[src/rtl/cordic_pkg.sv]
// Shared encodings, FSM states and constant tables for the CORDIC LUT sequencer.
// Table words are IEEE-754 single precision; small angles fall back to exact powers of two.
package cordic_pkg;

    localparam logic MODE_CIRC  = 1'b0;
    localparam logic MODE_HYPER = 1'b1;

    typedef enum logic [1:0] {
        ST_IDLE   = 2'd0,
        ST_RUN    = 2'd1,
        ST_FINISH = 2'd2
    } seq_state_t;

    // Hyperbolic iterations that must be executed twice for convergence.
    localparam int REP_IDX_0 = 4;
    localparam int REP_IDX_1 = 13;
    localparam int REP_IDX_2 = 40;

    localparam int TABLE_ATAN  = 0;
    localparam int TABLE_ATANH = 1;

    function automatic logic [31:0] pow2_neg(input int idx);
        return {1'b0, 8'(127 - idx), 23'd0};
    endfunction

    function automatic logic [31:0] atan_word(input int idx);
        logic [31:0] w;
        case (idx)
            0:       w = 32'h3F490FDB;
            1:       w = 32'h3EED6338;
            2:       w = 32'h3E7ADBB0;
            3:       w = 32'h3DFEADD5;
            4:       w = 32'h3D7FAADE;
            5:       w = 32'h3CFFEAAE;
            6:       w = 32'h3C7FFAAB;
            7:       w = 32'h3BFFFEAB;
            8:       w = 32'h3B7FFFAB;
            9:       w = 32'h3AFFFFEB;
            10:      w = 32'h3A7FFFFB;
            11:      w = 32'h39FFFFFF;
            default: w = pow2_neg(idx);
        endcase
        return w;
    endfunction

    // Entry 0 is never addressed in hyperbolic mode.
    function automatic logic [31:0] atanh_word(input int idx);
        logic [31:0] w;
        case (idx)
            0:       w = 32'h00000000;
            1:       w = 32'h3F0C9F54;
            2:       w = 32'h3E82C577;
            3:       w = 32'h3E00AC47;
            4:       w = 32'h3D802ABC;
            5:       w = 32'h3D000AAD;
            6:       w = 32'h3C8002AB;
            7:       w = 32'h3C0000AB;
            8:       w = 32'h3B80002B;
            9:       w = 32'h3B00000B;
            10:      w = 32'h3A800003;
            11:      w = 32'h3A000001;
            default: w = pow2_neg(idx);
        endcase
        return w;
    endfunction

    function automatic logic [31:0] rom_word(input int table_sel, input int idx);
        return (table_sel == TABLE_ATANH) ? atanh_word(idx) : atan_word(idx);
    endfunction

endpackage

[src/rtl/cordic_lut_sequencer_if.sv]
// Beat stream between the CORDIC control FSM, the LUT sequencer and the Z-path.
// slave = sequencer side, master = the controller/consumer side.
interface cordic_lut_sequencer_if #(
    parameter int ROM_WIDTH = 32,
    parameter int ADDR_W    = 5
) ();
    logic                 i_start;
    logic                 i_mode;
    logic                 i_ready;
    logic [ROM_WIDTH-1:0] o_d;
    logic [ADDR_W-1:0]    o_shift;
    logic                 o_valid;
    logic                 o_last;
    logic                 o_busy;
    logic                 o_done;

    modport slave (
        input  i_start, i_mode, i_ready,
        output o_d, o_shift, o_valid, o_last, o_busy, o_done
    );

    modport master (
        output i_start, i_mode, i_ready,
        input  o_d, o_shift, o_valid, o_last, o_busy, o_done
    );
endinterface

[src/rtl/cordic_rom_bank.sv]
// Synchronous constant ROM with read enable; contents come from the cordic_pkg tables.
// Output register holds its value while the enable is low.
module cordic_rom_bank
    import cordic_pkg::*;
#(
    parameter int WIDTH     = 32,
    parameter int ADDR_W    = 5,
    parameter int TABLE_SEL = TABLE_ATAN
) (
    input  logic              clk,
    input  logic              rst,
    input  logic              i_en,
    input  logic [ADDR_W-1:0] i_addr,
    output logic [WIDTH-1:0]  o_q
);
    localparam int DEPTH = 2 ** ADDR_W;

    logic [WIDTH-1:0] w_rom [DEPTH];
    logic [WIDTH-1:0] r_q;

    genvar gi;
    generate
        for (gi = 0; gi < DEPTH; gi++) begin : g_rom
            assign w_rom[gi] = WIDTH'(rom_word(TABLE_SEL, gi));
        end
    endgenerate

    always_ff @(posedge clk) begin
        if (rst) begin
            r_q <= '0;
        end else if (i_en) begin
            r_q <= w_rom[i_addr];
        end
    end

    assign o_q = r_q;

endmodule

[src/rtl/cordic_lut_sequencer.sv]
// Streams atan/atanh constants with their shift amounts, one per accepted beat,
// inserting the hyperbolic repeat iterations automatically.
module cordic_lut_sequencer
    import cordic_pkg::*;
#(
    parameter int ROM_WIDTH = 32,
    parameter int ADDR_W    = 5,
    parameter int N_ITER    = 16
) (
    input  logic                   clk,
    input  logic                   rst,
    cordic_lut_sequencer_if.slave  bus
);
    localparam int IDX_W = ADDR_W + 1;

    generate
        if (N_ITER < 1 || N_ITER + 1 > 2 ** ADDR_W) begin : g_param_check
            $error("cordic_lut_sequencer: N_ITER out of range for ADDR_W");
        end
    endgenerate

    localparam logic [IDX_W-1:0] IDX_ONE     = IDX_W'(1);
    localparam logic [IDX_W-1:0] FINAL_CIRC  = IDX_W'(N_ITER - 1);
    localparam logic [IDX_W-1:0] FINAL_HYPER = IDX_W'(N_ITER);
    // Repeat indices beyond N_ITER are disabled so their truncated values never match.
    localparam bit               REP0_EN     = (REP_IDX_0 <= N_ITER);
    localparam bit               REP1_EN     = (REP_IDX_1 <= N_ITER);
    localparam bit               REP2_EN     = (REP_IDX_2 <= N_ITER);
    localparam logic [IDX_W-1:0] REP0        = IDX_W'(REP_IDX_0);
    localparam logic [IDX_W-1:0] REP1        = IDX_W'(REP_IDX_1);
    localparam logic [IDX_W-1:0] REP2        = IDX_W'(REP_IDX_2);
    localparam bit               N_IS_REP    = (N_ITER == REP_IDX_0) || (N_ITER == REP_IDX_1)
                                               || (N_ITER == REP_IDX_2);

    function automatic logic is_repeat(input logic [IDX_W-1:0] idx);
        return (REP0_EN && idx == REP0) || (REP1_EN && idx == REP1) || (REP2_EN && idx == REP2);
    endfunction

    seq_state_t           r_state;
    logic                 r_mode;
    logic [IDX_W-1:0]     r_idx;
    logic                 r_second;
    logic                 r_valid;
    logic                 r_last;
    logic                 r_busy;
    logic                 r_done;

    logic                 w_fire;
    logic                 w_mode_sel;
    logic [IDX_W-1:0]     w_next_idx;
    logic                 w_next_second;
    logic                 w_next_last;
    logic                 w_rom_en;
    logic [ROM_WIDTH-1:0] w_circ_q;
    logic [ROM_WIDTH-1:0] w_hyp_q;

    // Next beat is resolved combinationally so the ROM reads it on the accepting edge.
    always_comb begin
        w_fire        = r_valid & bus.i_ready;
        w_mode_sel    = (r_state == ST_IDLE) ? bus.i_mode : r_mode;
        w_next_idx    = r_idx + IDX_ONE;
        w_next_second = 1'b0;
        if (r_state == ST_IDLE) begin
            w_next_idx = (bus.i_mode == MODE_HYPER) ? IDX_ONE : '0;
        end else if (r_mode == MODE_HYPER && is_repeat(r_idx) && !r_second) begin
            w_next_idx    = r_idx;
            w_next_second = 1'b1;
        end
        if (w_mode_sel == MODE_HYPER) begin
            w_next_last = (w_next_idx == FINAL_HYPER) && (!N_IS_REP || w_next_second);
        end else begin
            w_next_last = (w_next_idx == FINAL_CIRC);
        end
        w_rom_en = ((r_state == ST_IDLE) && bus.i_start)
                 || ((r_state == ST_RUN) && w_fire && !r_last);
    end

    always_ff @(posedge clk) begin
        if (rst) begin
            r_state  <= ST_IDLE;
            r_mode   <= MODE_CIRC;
            r_idx    <= '0;
            r_second <= 1'b0;
            r_valid  <= 1'b0;
            r_last   <= 1'b0;
            r_busy   <= 1'b0;
            r_done   <= 1'b0;
        end else begin
            case (r_state)
                ST_IDLE: begin
                    r_done <= 1'b0;
                    if (bus.i_start) begin
                        r_mode   <= bus.i_mode;
                        r_idx    <= w_next_idx;
                        r_second <= w_next_second;
                        r_last   <= w_next_last;
                        r_valid  <= 1'b1;
                        r_busy   <= 1'b1;
                        r_state  <= ST_RUN;
                    end
                end
                ST_RUN: begin
                    if (w_fire) begin
                        if (r_last) begin
                            r_valid <= 1'b0;
                            r_busy  <= 1'b0;
                            r_last  <= 1'b0;
                            r_done  <= 1'b1;
                            r_state <= ST_FINISH;
                        end else begin
                            r_idx    <= w_next_idx;
                            r_second <= w_next_second;
                            r_last   <= w_next_last;
                        end
                    end
                end
                ST_FINISH: begin
                    r_done  <= 1'b0;
                    r_state <= ST_IDLE;
                end
                default: r_state <= ST_IDLE;
            endcase
        end
    end

    cordic_rom_bank #(
        .WIDTH     (ROM_WIDTH),
        .ADDR_W    (ADDR_W),
        .TABLE_SEL (TABLE_ATAN)
    ) u_rom_circ (
        .clk    (clk),
        .rst    (rst),
        .i_en   (w_rom_en),
        .i_addr (w_next_idx[ADDR_W-1:0]),
        .o_q    (w_circ_q)
    );

    cordic_rom_bank #(
        .WIDTH     (ROM_WIDTH),
        .ADDR_W    (ADDR_W),
        .TABLE_SEL (TABLE_ATANH)
    ) u_rom_hyp (
        .clk    (clk),
        .rst    (rst),
        .i_en   (w_rom_en),
        .i_addr (w_next_idx[ADDR_W-1:0]),
        .o_q    (w_hyp_q)
    );

    assign bus.o_d     = (r_mode == MODE_HYPER) ? w_hyp_q : w_circ_q;
    assign bus.o_shift = r_idx[ADDR_W-1:0];
    assign bus.o_valid = r_valid;
    assign bus.o_last  = r_last;
    assign bus.o_busy  = r_busy;
    assign bus.o_done  = r_done;

endmodule

[src/flat_wrapper.sv]
// flat-port wrapper written by rule: the top's interface ports become plain ports
module cordic_lut_sequencer_flat import cordic_pkg::*;
#(
    parameter int ROM_WIDTH = 32,
    parameter int ADDR_W    = 5,
    parameter int N_ITER    = 16
)
  (clk, rst, bus_i_start, bus_i_mode, bus_i_ready, bus_o_d, bus_o_shift, bus_o_valid, bus_o_last, bus_o_busy, bus_o_done);
  cordic_lut_sequencer_if #(.ROM_WIDTH(ROM_WIDTH), .ADDR_W(ADDR_W)) bus_i ();
  input  logic clk;
  input  logic rst;
  input wire logic [$bits(bus_i.i_start)-1:0] bus_i_start;
  input wire logic [$bits(bus_i.i_mode)-1:0] bus_i_mode;
  input wire logic [$bits(bus_i.i_ready)-1:0] bus_i_ready;
  output wire logic [$bits(bus_i.o_d)-1:0] bus_o_d;
  output wire logic [$bits(bus_i.o_shift)-1:0] bus_o_shift;
  output wire logic [$bits(bus_i.o_valid)-1:0] bus_o_valid;
  output wire logic [$bits(bus_i.o_last)-1:0] bus_o_last;
  output wire logic [$bits(bus_i.o_busy)-1:0] bus_o_busy;
  output wire logic [$bits(bus_i.o_done)-1:0] bus_o_done;
  assign bus_i.i_start = bus_i_start;
  assign bus_i.i_mode = bus_i_mode;
  assign bus_i.i_ready = bus_i_ready;
  assign bus_o_d = bus_i.o_d;
  assign bus_o_shift = bus_i.o_shift;
  assign bus_o_valid = bus_i.o_valid;
  assign bus_o_last = bus_i.o_last;
  assign bus_o_busy = bus_i.o_busy;
  assign bus_o_done = bus_i.o_done;
  cordic_lut_sequencer #(.ROM_WIDTH(ROM_WIDTH), .ADDR_W(ADDR_W), .N_ITER(N_ITER)) u_core (.clk(clk), .rst(rst), .bus(bus_i));
endmodule
[config.mk]
export PLATFORM = sky130hd
export DESIGN_NAME = cordic_lut_sequencer_flat
export DESIGN_NICKNAME = d
export VERILOG_FILES = /design/src/rtl/cordic_pkg.sv /design/src/rtl/cordic_lut_sequencer_if.sv /design/src/rtl/cordic_rom_bank.sv /design/src/rtl/cordic_lut_sequencer.sv /design/src/flat_wrapper.sv
export SDC_FILE = /design/constraint.sdc
export NUM_CORES = 1
export LEC_CHECK = 0
export BUFFER_PORTS_ARGS = -buffer_cell sky130_fd_sc_hd__buf_2
export CAP_MARGIN = 20
export CORE_UTILIZATION = 35
export DETAILED_ROUTE_END_ITERATION = 16
export MAX_ROUTING_LAYER = met4
export PLACE_DENSITY = 0.53
export SLEW_MARGIN = 15
export SYNTH_ARGS = -nofsm -noshare
export SYNTH_HDL_FRONTEND = slang
export SYNTH_SLANG_ARGS = --single-unit
[constraint.sdc]
create_clock -name clk -period 4 [get_ports clk]
set_input_delay 0.8 -clock clk [delete_from_list [all_inputs] [get_ports clk]]
set_output_delay 0.8 -clock clk [all_outputs]
set_load 0.005 [all_outputs]
# Yosys cells after proc, flatten, opt, wreduce, memory -nomap -nowiden

Memories as Yosys holds them, arrays and structs flattened. A register that Yosys moved wholly into a read port is not among the register bits.
Cells that the tools add are included.

Add/sub/neg operators: 1
Bitwise operators: 2
Eq/ne operators: 10
Multiplexer cells: 31
Reductions and logical operators: 19

Operator list:

| operator                                                                | count |
|---|---|
| 32-bit 2-to-1 mux                                                       | 1 |
| 6-bit 2-to-1 mux                                                        | 5 |
| 1-bit 2-to-1 mux                                                        | 16 |
| 6-bit by 4-bit == test with 1-bit output, second input constant         | 2 |
| 6-bit one-hot mux with 2 select lines                                   | 1 |
| 3-bit AND reduction                                                     | 3 |
| 1-bit one-hot mux with 2 select lines                                   | 4 |
| 4-bit AND reduction                                                     | 2 |
| 6-bit by 1-bit adder with 6-bit output, second input constant           | 1 |
| 6-bit by 3-bit == test with 1-bit output, second input constant         | 1 |
| 6-bit by 5-bit == test with 1-bit output, second input constant         | 1 |
| 2-bit 2-to-1 mux                                                        | 3 |
| 5-bit NOT with 6-bit output                                             | 1 |
| 1-bit logical AND                                                       | 5 |
| 2-bit by 1-bit inequality test with 1-bit output, second input constant | 2 |
| 2-bit inequality test, second input constant                            | 2 |
| 2-bit one-hot mux with 2 select lines                                   | 1 |
| 2-bit nonzero test                                                      | 2 |
| 2-bit by 1-bit == test with 1-bit output, second input constant         | 1 |
| 2-bit == test, second input constant                                    | 1 |
| 1-bit zero test                                                         | 2 |
| 2-bit zero test                                                         | 1 |
| 1-bit logical OR                                                        | 2 |
| 2-bit AND reduction                                                     | 1 |
| other kinds (2)                                                         | 2 |

Bits of input ports: 5
Memory bits (read-only): 2,048
Register bits after elaboration: 13
Logic and storage cells: 72
Output and inout port bits: 41
Memories: 2

Memories:

| name            | depth | bits a word | read ports | clocked after memory_dff | wr ports | RTL line              | text |
|---|---|---|---|---|---|---|---|
| (no name shown) | 32    | 32          | 1          | 1                        | 0        | cordic_rom_bank.sv:32 | `r_q <= w_rom[i_addr];` |
| (no name shown) | 32    | 32          | 1          | 1                        | 0        | cordic_rom_bank.sv:32 |  |

# Longest topological paths before layout

Depth after elaboration: 11
Depth in mapped cells: 11

# By module

Synthesis repeated with hierarchy kept, for this count alone.

Cell total of the unflattened synthesis: 400
Area, all modules: 3,495.9 um2

Modules (own cells, without submodules):

| module                              | area each (um2) | sequential area each (um2) | cells each | times used |
|---|---|---|---|---|
| cordic_lut_sequencer                | 1,253.7         | 260.2                      | 138        | 1 |
| cordic_rom_bank (u_core.u_rom_circ) | 1,166.1         | 440.4                      | 133        | 1 |
| cordic_rom_bank (u_core.u_rom_hyp)  | 1,076.0         | 400.4                      | 129        | 1 |

# Worst setup path before layout

OpenSTA, ideal clock, no wires.

Path kind: reg2reg
From: reg u_core.r_idx[0]
To: reg u_core.u_rom_hyp.r_q[23] (netlist: u_core.u_rom_hyp.o_q[23])
Path slack: 1.223 ns
Library setup time: 0.122 ns
Clock period less this slack: 2.777 ns
Cell stages (with the launch flop): 11
Arrival time: 2.655 ns
Buffers on the path: 0
Cells stage by stage: dfxtp_1 > inv_1 > ha_1 > mux2i_1 > nor4_4 > mux2i_1 > inv_2 > ha_1 > or3_1 > a32oi_1 > o21ai_1

Cells in the longest elaborated chain, start to end: 7
Elaborated cells on any way between the ends: 9
Those cells by class: add/sub: 1; eq/ne: 2; mux: 2; bitwise: 1; reduce/logical: 3

Ends and longest elaborated chain:

| what                                                                           | RTL line                    | text |
|---|---|---|
| start, declared                                                                | cordic_lut_sequencer.sv:41  | `logic [IDX_W-1:0] r_idx;` |
| start signal, assigned                                                         | cordic_lut_sequencer.sv:94  | `r_idx <= w_next_idx;` |
| start signal, assigned                                                         | cordic_lut_sequencer.sv:111 | `r_idx <= w_next_idx;` |
| branches (longest 4 deep; another with 6-bit by 1-bit adder with 6-bit output) | --                          |  |
| 6-bit 2-to-1 mux (*)                                                           | cordic_lut_sequencer.sv:65  | `end else if (r_mode == MODE_HYPER && is_repeat(r_idx) && !r_second) begin` |
| 6-bit 2-to-1 mux (*)                                                           | cordic_lut_sequencer.sv:63  | `if (r_state == ST_IDLE) begin` |
| net u_core.u_rom_circ.i_addr[1]                                                | cordic_rom_bank.sv:13       | `input logic [ADDR_W-1:0] i_addr,` |
| 5-bit NOT with 6-bit output (implied by the code) (*)                          | cordic_rom_bank.sv:32       |  |
| end, declared                                                                  | cordic_rom_bank.sv:19       | `logic [WIDTH-1:0] r_q;` |

Mark *: on every way through the listed nets, which the timed path passes.
A chain may end at the register's enable or synchronous reset.

# Worst setup path in the final report

From: reg u_core.r_idx[3]
To: reg u_core.u_rom_circ.r_q[10] (netlist: u_core.u_rom_circ.o_q[10])

Cells in the longest elaborated chain, start to end: 7
Elaborated cells on any way between the ends: 9
Those cells by class: add/sub: 1; eq/ne: 2; mux: 2; bitwise: 1; reduce/logical: 3

Ends and longest elaborated chain:

| what                                                                                                 | RTL line                   | text |
|---|---|---|
| 6-bit by 3-bit == test with 1-bit output or 6-bit by 4-bit == test with 1-bit output (tied branches) | cordic_lut_sequencer.sv:36 | `return (REP0_EN && idx == REP0) \|\| (REP1_EN && idx == REP1) \|\| (REP2_EN && idx == REP2);` |
| 1-bit logical OR (*)                                                                                 | cordic_lut_sequencer.sv:36 |  |
| 1-bit logical AND (*) (2 in series)                                                                  | cordic_lut_sequencer.sv:65 |  |
| 6-bit 2-to-1 mux (*)                                                                                 | cordic_lut_sequencer.sv:65 |  |
| 6-bit 2-to-1 mux (*)                                                                                 | cordic_lut_sequencer.sv:63 |  |
| net u_core.u_rom_circ.i_addr[0]                                                                      | cordic_rom_bank.sv:13      |  |
| 5-bit NOT with 6-bit output (implied by the code) (*)                                                | cordic_rom_bank.sv:32      |  |
| end, declared                                                                                        | cordic_rom_bank.sv:19      |  |

Mark *: on every way through the listed nets, which the timed path passes. The rest lies on a longest branch.

==> reports/metrics.csv <==
stage,metric,value,unit
floorplan,die_w,97.3,um
sta,report.final.hold_viol_count,0,
place,place.detailed.hpwl,6280,um
sta,min_period_over_period,79.2,%
clock_tree,cts_buffers,5,
setup_path,crit_path_required_time,4.22,ns
cells_and_area,post_route_cells_drive_above_1_share,20.4,%
sta,min_period,3.17,ns
sta,max_clock_freq,0.316,GHz
sta,fin_skew,0.0125,ns
place,portBuffers,43,
drt,drt-total-wl,8760,um
clock_tree,h-tree-depth,2,
sta,slew_viol_final,0,
setup_path,timing.setup.critical_path_class,reg2reg,
grt,groute.usage.overall,19.2,%
sta,slew_headroom,42.6,%
grt,first_pass_grt_wire_length,14200,um
floorplan,total_die_area,9470,um2
logic_synthesis,synthFlopType,sky130_fd_sc_hd__dfxtp_1,
cells_and_area,post_layout_nonfiller_instances,530,
logic_synthesis,yosysTopAreaCell,sky130_fd_sc_hd__dfxtp_1,
drt,ant_nets,0,
sta,grt_setup_unrepaired,false,
logic_synthesis,synthCells,398,
grt,grt_overflow,0,
drt,initialDrtViolationCount,274,
logic_synthesis,synth_seq_area_share,34.6,%
floorplan,placementRows,34,
cells_and_area,area_growth,10.3,%
logic_synthesis,synth_top_area_share,34.6,%
logic_synthesis,most_instantiated_library_cell_after_synthesis,sky130_fd_sc_hd__nand2_1,
logic_synthesis,synth_enable_flop_cells,0,
drt,vias,2894,
logic_synthesis,ys_seq_elements,55,
clock_tree,post_cts_resize_count,0,
logic_synthesis,syn-cell-area,3180,um2
place,routabilityCongestion,0.920,
floorplan,number_of_top_level_pins,46,
drt,wirelength_per_cell,16.5,um
grt,via_count_of_the_first_global_routing_pass,2704,
pwr,irDropWorstVdd,0.142,mV
clock_tree,cts_tree,yes,
run_status,run_status,finished clean,
clock_tree,tritoncts_num_sinks,55,
pwr,p_leak,1.51,nW
cells_and_area,layout_fillers,941,
pwr,power_per_cell_area,335,nW/um2
floorplan,design.core.area,8760,um2
setup_path,arrival,3.39,ns
run,cap_violations,0,
clock_tree,cts_hold_repair.buffers,0,
sta,setup-tns-final,0,ns
min_path,hold_path_class,reg2reg,
drt,viasPerCell,5.46,
logic_synthesis,synthArstFlopShare,0,%
setup_path,worst_setup_path_end_kind,flip-flop,
logic_synthesis,post_synth_most_frequent_cells,"sky130_fd_sc_hd__nand2_1 (62), sky130_fd_sc_hd__dfxtp_1 (55), sky130_fd_sc_hd__nor2_1 (38)",
clock_tree,clock-root-buffer,sky130_fd_sc_hd__clkbuf_8,
clock_tree,cts_post_setup_buffers_inserted,0,
floorplan,dieHeight,97.3,um
grt,largest_net_degree_at_the_start_of_global_routing,39,
grt,number_of_antenna_violations_at_the_first_check_in_global_routing,0,
logic_synthesis,post_synth.cell_area_avg,7.99,um2
drt,firstDrtPassIters,4,
logic_synthesis,synth-warning-count,0,
cells_and_area,finish.net_count,437,
sta,timing.final.setup_violations,0,
clock_tree,clk_pin_slew_worst_paths,0.10,ns
sta,timing_worst_slew_pin_value,0.840,ns
setup_path,critical_path.max_fanout,16,
clock_tree,cts_buffer_depth,2,
logic_synthesis,synthDistinctLibCells,63,
cells_and_area,antenna_cells_inserted,0,
setup_path,critical_path.startpoint_type,flip-flop,
clock_tree,clk-insertion-delay-late,0.31,ns
drt,post-route-drc-count,0,
floorplan,starting_density,36.3,%
place,numPlacedInstances,522,
logic_synthesis,synth.top_cells.by_area,"sky130_fd_sc_hd__dfxtp_1 (35%), sky130_fd_sc_hd__nand2_1 (7.3%), sky130_fd_sc_hd__mux2_2 (5.0%)",
-- cells by family after synthesis --
kind of cell / synth area share [%]
mux: 6.69
compound gates: 22.8
flops: 34.6
fa+ha+maj: 4.33
other cells: 0.118
simple gates: 23.3
buf+inv: 7.01
xor+xnor: 1.10
-- flip-flops by register name, summed over array words and instances, names as in the netlist --
name and flops:
u_core.u_rom_hyp.o_q 20, u_core.r_second 1, u_core.bus.o_done 1, u_core.u_rom_circ.o_q 22, u_core.bus.o_valid 1, u_core.r_state 2, u_core.bus.o_last 1, u_core.r_mode 1
u_core.r_idx 6
-- cells in the final DEF, fill, tap and decap left out, drive strengths merged, types with 9 or more instances in the layout --
cell type  instances
a21oi             31
buf               51
dfxtp             55
ha                11
inv               11
mux2              15
nand2             62
nand2b             9
nand3             10
nor2              40
nor3              14
o21ai             19
-- final timing paths --
check                                             from  depth (start not counted)  slack [ns]                                      to
setup / recovery          u_core.r_idx[3]$_SDFFE_PP0P_                          9        0.83  u_core.u_rom_circ.o_q[10]$_SDFFE_PP0P_
hold / removal    u_core.u_rom_hyp.o_q[3]$_SDFFE_PP0P_                          2        0.45    u_core.u_rom_hyp.o_q[3]$_SDFFE_PP0P_
setup reg to reg          u_core.r_idx[3]$_SDFFE_PP0P_                          9        0.83  u_core.u_rom_circ.o_q[10]$_SDFFE_PP0P_
hold reg to reg   u_core.u_rom_hyp.o_q[3]$_SDFFE_PP0P_                          2        0.45    u_core.u_rom_hyp.o_q[3]$_SDFFE_PP0P_
-- power by group --
part | switching (W) | leakage (nW) | internal [W]
logic | 0.000144 | 1.01 | 0.0000962
clock network | 0.000187 | 0.0484 | 0.000143
registers | 0.0000208 | 0.450 | 0.000582
total | 0.000352 | 1.51 | 0.000821
-- stage by stage --
stage                     util [%]  power [W]  hold slack, ns  instance area (um2)  worst slack, ns
after global placement        38.9   0.000855           0.429                 3410             1.01
after CTS                     40.0    0.00119           0.453                 3510            0.870
final                         40.0    0.00117           0.446                 3510            0.833
after floorplan                  -   0.000775           0.416                 3180             1.22
after global routing          40.0    0.00124           0.477                 3510            0.554
after detailed placement      38.9   0.000855           0.439                 3410            0.904
-- worst max-delay path, stage by stage (launching register included) --
cell and delay [ns]:
sky130_fd_sc_hd__dfxtp_1 0.70, sky130_fd_sc_hd__mux2i_1 0.68, sky130_fd_sc_hd__o41ai_1 0.26, sky130_fd_sc_hd__a22oi_4 0.36, sky130_fd_sc_hd__inv_1 0.16, sky130_fd_sc_hd__ha_1 0.36
sky130_fd_sc_hd__inv_1 0.11, sky130_fd_sc_hd__a21oi_1 0.18, sky130_fd_sc_hd__a21oi_1 0.06, sky130_fd_sc_hd__o31ai_1 0.20
-- area by class of cell --
cell class | instances | area (um2) | share of cell area (%)
Multi-Input combinational cell | 297 | 1860 | 53.0
Sequential cell | 55 | 1100 | 31.4
Timing Repair Buffer | 51 | 275 | 7.85
Tap cell | 108 | 135 | 3.85
Clock buffer | 7 | 86.3 | 2.46
Inverter | 11 | 41.3 | 1.18
Clock inverter | 1 | 8.76 | 0.250
-- metal layers --
metal	wire length [um]	track usage (%)	up-vias
met2	3900	29.0	92
met4	153	5.43	0
met5	0	-	-
met1	4300	26.9	1353
li1	-	-	1438
met3	411	2.45	11
Power figures use the tool's default switching activity.
